--- src/rtl/mips_mc_pkg.sv ---
// mips_mc_pkg: opcode/funct encodings, FSM states and decoded-instruction
// record shared by the multi-cycle MIPS-subset core.
`default_nettype none

package mips_mc_pkg;

    localparam logic [5:0] OP_RTYPE = 6'h00;
    localparam logic [5:0] OP_JAL   = 6'h03;
    localparam logic [5:0] OP_BEQ   = 6'h04;
    localparam logic [5:0] OP_BNE   = 6'h05;
    localparam logic [5:0] OP_ADDIU = 6'h09;
    localparam logic [5:0] OP_LW    = 6'h23;
    localparam logic [5:0] OP_SW    = 6'h2B;

    localparam logic [5:0] FN_JR    = 6'h08;
    localparam logic [5:0] FN_ADDU  = 6'h21;
    localparam logic [5:0] FN_SLT   = 6'h2A;

    typedef enum logic [2:0] {
        S_IDLE, S_FETCH, S_DECODE, S_READ, S_EXEC, S_MEM, S_WB, S_DONE
    } state_t;

    typedef enum logic [3:0] {
        K_NOP, K_ADDU, K_SLT, K_JR, K_ADDIU, K_LW, K_SW, K_BEQ, K_BNE, K_JAL
    } kind_t;

    typedef struct packed {
        kind_t       kind;
        logic        illegal;
        logic [4:0]  rs;
        logic [4:0]  rt;
        logic [4:0]  rd;
        logic [15:0] imm;
        logic [25:0] target;
    } dec_t;

    // Anything not recognised becomes a flagged NOP.
    function automatic dec_t decode(input logic [31:0] ir);
        dec_t d;
        d         = '0;
        d.rs      = ir[25:21];
        d.rt      = ir[20:16];
        d.rd      = ir[15:11];
        d.imm     = ir[15:0];
        d.target  = ir[25:0];
        d.kind    = K_NOP;
        d.illegal = 1'b1;
        case (ir[31:26])
            OP_RTYPE: begin
                case (ir[5:0])
                    FN_ADDU: begin d.kind = K_ADDU; d.illegal = 1'b0; end
                    FN_SLT:  begin d.kind = K_SLT;  d.illegal = 1'b0; end
                    FN_JR:   begin d.kind = K_JR;   d.illegal = 1'b0; end
                    default: ;
                endcase
            end
            OP_ADDIU: begin d.kind = K_ADDIU; d.illegal = 1'b0; end
            OP_LW:    begin d.kind = K_LW;    d.illegal = 1'b0; end
            OP_SW:    begin d.kind = K_SW;    d.illegal = 1'b0; end
            OP_BEQ:   begin d.kind = K_BEQ;   d.illegal = 1'b0; end
            OP_BNE:   begin d.kind = K_BNE;   d.illegal = 1'b0; end
            OP_JAL:   begin d.kind = K_JAL;   d.illegal = 1'b0; end
            default: ;
        endcase
        return d;
    endfunction

endpackage

`default_nettype wire

--- src/rtl/mips_mc_alu.sv ---
// mips_mc_alu: combinational add / signed set-less-than / equality compare.
`default_nettype none

module mips_mc_alu #(
    parameter int DATA_W = 8
) (
    input  logic [DATA_W-1:0] a,
    input  logic [DATA_W-1:0] b,
    input  logic              sel_slt,
    output logic [DATA_W-1:0] y,
    output logic              eq
);

    logic lt;

    assign lt = $signed(a) < $signed(b);
    assign y  = sel_slt ? DATA_W'(lt) : a + b;
    assign eq = (a == b);

endmodule

`default_nettype wire

--- src/rtl/mips_mc_core.sv ---
// mips_mc_core: parametrised 6-cycle-per-instruction MIPS-subset core with
// run-time loadable memories. Define MIPS_MC_PERF_EN to build the retired counter.
`default_nettype none

module mips_mc_core
    import mips_mc_pkg::*;
#(
    parameter int DATA_W     = 8,
    parameter int NREGS      = 32,
    parameter int IMEM_DEPTH = 16,
    parameter int DMEM_DEPTH = 32,
    parameter int PC_W       = 8,
    parameter int OUT_REG    = 2
) (
    input  logic                          clk,
    input  logic                          rst,
    input  logic                          start,
    input  logic [PC_W-1:0]               start_pc,
    input  logic [PC_W-1:0]               prog_len,
    input  logic                          imem_we,
    input  logic [$clog2(IMEM_DEPTH)-1:0] imem_addr,
    input  logic [31:0]                   imem_wdata,
    input  logic                          dmem_we,
    input  logic [$clog2(DMEM_DEPTH)-1:0] dmem_addr,
    input  logic [DATA_W-1:0]             dmem_wdata,
    output logic                          busy,
    output logic                          done,
    output logic [DATA_W-1:0]             result,
    output logic                          illegal,
    output logic [15:0]                   retired
);

    localparam int RA_W  = $clog2(NREGS);
    localparam int IM_AW = $clog2(IMEM_DEPTH);
    localparam int DM_AW = $clog2(DMEM_DEPTH);

    state_t state, state_nx;

    logic [31:0]       imem [IMEM_DEPTH];
    logic [DATA_W-1:0] dmem [DMEM_DEPTH];
    logic [DATA_W-1:0] regs [NREGS];

    logic [PC_W-1:0]   pc, plen, npc, npc_c, pc_inc, br_tgt;
    logic [31:0]       ir;
    dec_t              dec;
    logic [DATA_W-1:0] op_a, op_b, alu_q, mdr;
    logic [DATA_W-1:0] simm, alu_b, alu_y, rs_val, rt_val, wr_data;
    logic [RA_W-1:0]   rs_idx, rt_idx, wr_idx;
    logic [DM_AW-1:0]  maddr;
    logic              alu_eq, wr_kind, wr_en, accept, done_q, illegal_q;

    assign busy    = (state != S_IDLE) && (state != S_DONE);
    assign accept  = start && !busy;
    assign done    = done_q;
    assign illegal = illegal_q;
    assign result  = regs[RA_W'(OUT_REG)];

    always_ff @(posedge clk or posedge rst) begin
        if (rst) state <= S_IDLE;
        else     state <= state_nx;
    end

    always_comb begin
        state_nx = state;
        case (state)
            S_IDLE, S_DONE: if (start) state_nx = (start_pc < prog_len) ? S_FETCH : S_DONE;
            S_FETCH:  state_nx = S_DECODE;
            S_DECODE: state_nx = S_READ;
            S_READ:   state_nx = S_EXEC;
            S_EXEC:   state_nx = S_MEM;
            S_MEM:    state_nx = S_WB;
            S_WB:     state_nx = (npc < plen) ? S_FETCH : S_DONE;
            default:  state_nx = S_IDLE;
        endcase
    end

    assign rs_idx = RA_W'(dec.rs);
    assign rt_idx = RA_W'(dec.rt);
    assign rs_val = (32'(rs_idx) < NREGS) ? regs[rs_idx] : '0;
    assign rt_val = (32'(rt_idx) < NREGS) ? regs[rt_idx] : '0;

    assign simm  = DATA_W'(signed'(dec.imm));
    assign alu_b = (dec.kind == K_ADDIU || dec.kind == K_LW || dec.kind == K_SW) ? simm : op_b;

    mips_mc_alu #(.DATA_W(DATA_W)) u_alu (
        .a       (op_a),
        .b       (alu_b),
        .sel_slt (dec.kind == K_SLT),
        .y       (alu_y),
        .eq      (alu_eq)
    );

    // Branch targets are relative to the branch's own PC.
    assign pc_inc = pc + PC_W'(1);
    assign br_tgt = pc + PC_W'(signed'(dec.imm));

    always_comb begin
        npc_c = pc_inc;
        case (dec.kind)
            K_JR:    npc_c = PC_W'(op_a);
            K_BEQ:   npc_c = alu_eq ? br_tgt : pc_inc;
            K_BNE:   npc_c = alu_eq ? pc_inc : br_tgt;
            K_JAL:   npc_c = PC_W'(dec.target);
            default: ;
        endcase
    end

    generate
        if ((DMEM_DEPTH & (DMEM_DEPTH - 1)) == 0) begin : g_maddr_pow2
            assign maddr = DM_AW'(alu_q);
        end else begin : g_maddr_mod
            assign maddr = DM_AW'(alu_q % DATA_W'(DMEM_DEPTH));
        end
    endgenerate

    always_comb begin
        wr_idx  = RA_W'(dec.rd);
        wr_data = alu_q;
        wr_kind = 1'b0;
        case (dec.kind)
            K_ADDU, K_SLT: wr_kind = 1'b1;
            K_ADDIU: begin wr_idx = rt_idx; wr_kind = 1'b1; end
            K_LW:    begin wr_idx = rt_idx; wr_data = mdr; wr_kind = 1'b1; end
            K_JAL:   begin wr_idx = RA_W'(NREGS - 1); wr_kind = 1'b1; end
            default: ;
        endcase
    end

    assign wr_en = wr_kind && (wr_idx != '0) && (32'(wr_idx) < NREGS);

    always_ff @(posedge clk or posedge rst) begin
        if (rst) begin
            pc        <= '0;
            plen      <= '0;
            npc       <= '0;
            ir        <= '0;
            dec       <= '0;
            op_a      <= '0;
            op_b      <= '0;
            alu_q     <= '0;
            mdr       <= '0;
            illegal_q <= 1'b0;
            done_q    <= 1'b0;
            for (int i = 0; i < NREGS; i++) regs[i] <= '0;
        end else begin
            done_q <= (state_nx == S_DONE) && ((state != S_DONE) || accept);
            case (state)
                S_IDLE, S_DONE: begin
                    if (start) begin
                        pc        <= start_pc;
                        plen      <= prog_len;
                        illegal_q <= 1'b0;
                    end
                end
                // Out-of-range fetches yield 0, which decodes as an illegal sll.
                S_FETCH:  ir <= (32'(pc) < IMEM_DEPTH) ? imem[IM_AW'(pc)] : '0;
                S_DECODE: dec <= decode(ir);
                S_READ: begin
                    op_a <= rs_val;
                    op_b <= rt_val;
                end
                S_EXEC: begin
                    alu_q <= (dec.kind == K_JAL) ? DATA_W'(pc_inc) : alu_y;
                    npc   <= npc_c;
                end
                S_MEM: if (dec.kind == K_LW) mdr <= dmem[maddr];
                S_WB: begin
                    pc <= npc;
                    if (dec.illegal) illegal_q <= 1'b1;
                    if (wr_en) regs[wr_idx] <= wr_data;
                end
                default: ;
            endcase
        end
    end

    always_ff @(posedge clk) begin
        if (!busy && imem_we && (32'(imem_addr) < IMEM_DEPTH)) imem[imem_addr] <= imem_wdata;
        if (!busy && dmem_we && (32'(dmem_addr) < DMEM_DEPTH)) dmem[dmem_addr] <= dmem_wdata;
        else if (state == S_MEM && dec.kind == K_SW) dmem[maddr] <= op_b;
    end

`ifdef MIPS_MC_PERF_EN
    logic [15:0] ret_q;

    always_ff @(posedge clk or posedge rst) begin
        if (rst)                                   ret_q <= '0;
        else if (accept)                           ret_q <= '0;
        else if (state == S_WB && ret_q != 16'hFFFF) ret_q <= ret_q + 16'd1;
    end

    assign retired = ret_q;
`else
    assign retired = '0;
`endif

endmodule

`default_nettype wire

--- config.mk ---
export PLATFORM = sky130hd
export DESIGN_NAME = mips_mc_core
export DESIGN_NICKNAME = d
export VERILOG_FILES = /design/src/rtl/mips_mc_pkg.sv /design/src/rtl/mips_mc_alu.sv /design/src/rtl/mips_mc_core.sv
export SDC_FILE = /design/constraint.sdc
export NUM_CORES = 2
export LEC_CHECK = 0
export CAP_MARGIN = 20
export CORE_UTILIZATION = 50
export CTS_CLUSTER_DIAMETER = 60
export DETAILED_ROUTE_END_ITERATION = 10
export HOLD_SLACK_MARGIN = 0.02
export PLACE_DENSITY = 0.62
export SYNTH_ARGS = -nofsm -noshare
export SYNTH_HDL_FRONTEND = slang
export SYNTH_SLANG_ARGS = --single-unit
--- constraint.sdc ---
create_clock -name clk -period 34.6 [get_ports clk]
set_input_delay 5.19 -clock clk [delete_from_list [all_inputs] [get_ports clk]]
set_output_delay 5.19 -clock clk [all_outputs]
set_load 0.01 [all_outputs]
Word-level counts from Yosys, hierarchy flattened:

Memories as Yosys holds them, arrays and structs flattened. A register that Yosys moved wholly into a read port is not among the register bits.
Cells that the tools add are included.
Widths: inputs -> output; s select.

* register bits: 377
* memory bits (writable): 768
* input bits: 70
* output and inout port bits: 27
* logic and storage cells: 161
* memories kept: 2

Memories
* imem: depth 16, bits a word 32, rd ports 1, clocked after Yosys merged registers in 0, write ports 1, RTL line mips_mc_core.sv:39 `logic [31:0] imem [IMEM_DEPTH];`
* dmem: depth 32, bits a word 8, rd ports 1, clocked after Yosys merged registers in 1, write ports 1, RTL line mips_mc_core.sv:40 `logic [DATA_W-1:0] dmem [DMEM_DEPTH];`

* add/subtract/negate cells: 3
* order comparisons: 8
* equal/unequal tests: 30
* muxes and demuxes: 40
* bitwise logic cells: 3
* reduce and logical (&&, ||, !) cells: 26

Operator list (number)
* $bwmux 256: 1
* $mux 8: 13
* $bmux 8 s5: 2
* $demux 8 s5: 1
* $pmux 5 s7: 1
* $mux 32: 1
* $pmux 8 s4: 1
* $eq 6x6->1 const B: 4
* $lt 8x8->1: 3
* $pmux 3 s7: 1
* $ge 6x6->1 const B: 3
* $not 5->6: 3
* $add 8x8->8: 2
* $eq 4x3->1 const B: 4
* $pmux 8 s2: 1
* $eq 3x3->1 const B: 5
* $eq 6x3->1 const B: 2
* $eq 6x4->1 const B: 2
* $mux 1: 11
* $pmux 5 s2: 1
* $mux 3: 3
* $pmux 3 s3: 1
* $add 8x1->8 const B: 1
* $eq 4x2->1 const B: 2
* 25 further kinds: 41

Longest topological paths before layout:

* word-level depth: 9
* gate-level depth with buffers: 14

Modules after synthesis:

Synthesis repeated with hierarchy kept, for this count alone.

* cell total of the unflattened synthesis: 2904
* area total of the unflattened synthesis: 48063.6 um2

Modules (own cells, without submodules)
* mips_mc_core: instances 1, cells each 2821, area each 47483.0 um2, seq. area each 30979.7 um2
* mips_mc_alu: instances 1, cells each 83, area each 580.6 um2, seq. area each 0.0 um2

Least setup slack after synthesis:

OpenSTA, ideal clock, no wires.

* kind: input to register
* from: input imem_addr[3]
* to: memory imem[0][0] (enable)
* arrival: 7.630 ns
* slack: 26.519 ns
* stages on the path: 2
* path buffers: 0
* cell sequence: or3_1 nor3_1

RTL lines
* from (decl): RTL line mips_mc_core.sv:21 `input logic [$clog2(IMEM_DEPTH)-1:0] imem_addr,`
* to (decl): RTL line mips_mc_core.sv:39

No word-level cell before the write port.

Worst setup path after layout:

* from: register state[0]
* to: output busy

* word-level cells in the longest chain between the ends: 2

Ends and longest elaborated chain
* from (decl): RTL line mips_mc_core.sv:37 `state_t state, state_nx;`
* from (signal assigned): RTL line mips_mc_core.sv:60 `else state <= state_nx;`
* $ne 3x3->1 or $reduce_bool 3->1 (tied branches): RTL line mips_mc_core.sv:52 `assign busy = (state != S_IDLE) && (state != S_DONE);`
* $logic_and 1x1->1 (*): RTL line mips_mc_core.sv:52
* to (decl): RTL line mips_mc_core.sv:26 `output logic busy,`

Mark *: on every way between the ends. The rest lies on a longest branch, timed or not.

==> qor.csv <==
metric;value;unit
grt_pass1_vias;27100;
dieArea;96700;sq um
cts_buffer_depth;3;
grt_pass1_wl;171;mm
htreeDepth;3;
wl;113;mm
gp_congestion;0.863;
via_per_inst;6.21;
crit_chain;nor3_1 > or2_0 > inv_1 > clkdlybuf4s50_1;
grt_usage;23.7;%
p_leak;19.5;nW
hpwl;69.0;mm
cp.required;29.41;ns
start_kind;flip-flop;
max_slew_margin;28.2;%
fin_crit;8.11;ns
async_flop_share;34.2;%
status;completed;
fin_crit_sh;23.4;%
hold_viol;0;
fmax;0.123;GHz
cts_tree;built;
first_iter_violations;2479;
cts_made_buffers;111;
portBuffers;77;
dr_wl_met3;6.53;mm
wl_met2;57.2;mm
fin_nets;2947;
skew;0.0288;ns
vias;26000;
die_h;311;um
dr.pass1.iters;5;
cts_root_buffer;clkbuf_16;
cp_max_fo;17;
ant_nets;0;
fp.dieW;311;um
antenna_cells;0;
nFillCells;7148;
drv_cap;0;
routedWlPerCell;27.1;um
total_power;3.96;mW
synth_cell_types;69;
cts_hold_buf;0;
cts_resized;0;
ys_seq_elements;1094;
row_count;112;
slew_violations;0;
coreArea;93900;sq um
clk_latency;0.70;ns
area_delta_synth_final;11.7;%
worstMarginPinSlew;1.08;ns
antenna_found_initial;5;
rsz0062_at_grt;no;
syn_area;47700;sq um
hold_path_class;reg2reg;
ir_worst_vdd;0.0633;mV
final_common_cell;edfxtp_1;
clkTransAtPathRegs;0.06;ns
crit_path_end_kind;output pin;
post_cts_buffers;0;
grt_max_degree;178;
start_util;50.8;%
highest_layer;met5;
io_pins;97;
yosysSeqAreaShare;64.9;%
synth_warnings;0;
drive_gt1_share;29.4;%
drc;0;
syn_inst;2803;
avgSynthCellArea;17.0;sq um
powerDensity;74.2;nW/um^2
clock_sinks;1094;
final_cell_mix;720 x edfxtp_1, 364 x dfrtp_1, 337 x mux4_2, 253 x mux2_2, 183 x nand2_1;
fin_tns_setup;0;ns
path_class;reg2out;
grt_overflow_total;0;
setup_viol_count_final;0;
ys.flop_type;edfxtp_1;
post_dp_cell_area;49600;sq um
met1Wirelength;46.6;mm
arrival;2.92;ns
slowest_stage;or2_0;
synth_edf_count;720;
fin_area;53300;sq um
slowest_delay;0.67;ns
==> layer usage <==
| layer | vias to the layer above | track usage (%) |
|---|---|---|
| met1 | 13800 | 32.3 |
| met5 | - | 0 |
| li1 | 11100 | - |
| met4 | 6 | 6.97 |
| met2 | 871 | 39.7 |
| met3 | 199 | 3.81 |
==> final cells by class <==
class	count	area, sq um	share of cell area [%]
clock inverters	59	539	1.01
clock buffers	144	3080	5.79
repair buffers	115	1120	2.10
multi-input cells	1453	15800	29.6
inverters	62	240	0.451
well taps	1254	1570	2.94
flip-flops and latches	1094	31000	58.2
==> worst paths after layout <==
kind | from | to | slack (ns) | cells after the start
max in group asynchronous | rst | rt_idx[0] | 27.86 | 3
setup / recovery | state[0] | busy | 26.49 | 4
hold reg to reg | regs[248] | regs[248] | 0.40 | 0
min in group asynchronous | rst | regs[241] | 5.08 | 2
setup reg to reg | dec[60] | npc[2] | 30.84 | 9
hold / removal | regs[248] | regs[248] | 0.40 | 0
==> logic make-up (layout without fill, tap and decap cells) <==
logic type                 Yosys count  after routing  share of synthesized area (%)
DFF                               1094           1094                           64.9
muxes                              610            610                           22.5
and+or+nand+nor                    462            462                           4.69
AOI/OAI and AO/OA                  307            307                           4.06
buffers and inverters              271            380                           2.42
adders and majority gates           40             40                           1.08
xor gates and xnor gates            18             18                          0.330
other                                1             16                        0.00786
==> sequential cells by signal (all words and copies together), names as in the netlist, 8 cells and up <==
signal,cells
imem,464
dmem,256
regs,248
ir,29
dec,18
alu_q,8
mdr,8
npc,8
op_a,8
op_b,8
pc,8
plen,8
result,8
==> worst max-delay path: cells and delay by family, from the launching register on <==
kind / cells / cell delay (ns)
and+or+nand+nor: 2 / 1.00
buffers and inverters: 2 / 0.64
DFF: 1 / 0.57
==> Yosys cell counts, types with 4 or more instances <==
library cell,number,area (sq um)
edfxtp_1,720,21600
dfrtp_1,374,9360
mux4_2,337,7590
mux2_2,253,2850
nand2_1,183,687
clkbuf_1,132,495
nor2_1,105,394
o21ai_0,82,410
o22ai_1,82,513
inv_1,62,233
a21oi_1,44,220
ha_1,38,475
buf_1,30,113
a22oi_1,28,210
buf_4,26,195
or4_1,25,188
nand2b_1,22,138
nor2b_1,20,125
nand3b_1,19,143
buf_2,18,90.1
mux2_4,16,240
nand3_1,14,70.1
a21o_1,13,97.6
nor3_1,13,65.1
a31oi_1,12,75.1
nor2_2,10,62.6
a221oi_1,9,78.8
xnor2_1,9,78.8
xor2_1,9,78.8
or3b_2,7,61.3
a211oi_1,6,45.0
and2_1,6,37.5
and3_1,6,37.5
or3_1,6,37.5
nand4_1,5,31.3
nor3b_1,4,30.0
nor4_1,4,25.0
==> per-stage QoR <==
step / setup WS [ns] / instances / util, % / hold slack [ns]
final: 26.49 / 4181 / 56.8 / 0.400
after global placement: 27.01 / 3975 / 52.9 / 0.377
after CTS: 26.44 / 4178 / 56.7 / 0.397
after global routing: 26.39 / 4181 / 56.8 / 0.407
after detailed placement: 27.00 / 3975 / 52.9 / 0.385
after floorplan: 19.02 / 2818 / - / 0.439
==> report_power, final <==
group          switching [mW]  internal, mW  leakage (nW)
Combinational           0.599         0.507          6.15
Sequential              0.181          1.49          11.6
Clock                   0.503         0.680          1.77
Total                    1.28          2.67          19.5
(Power assumes the default switching activity.)
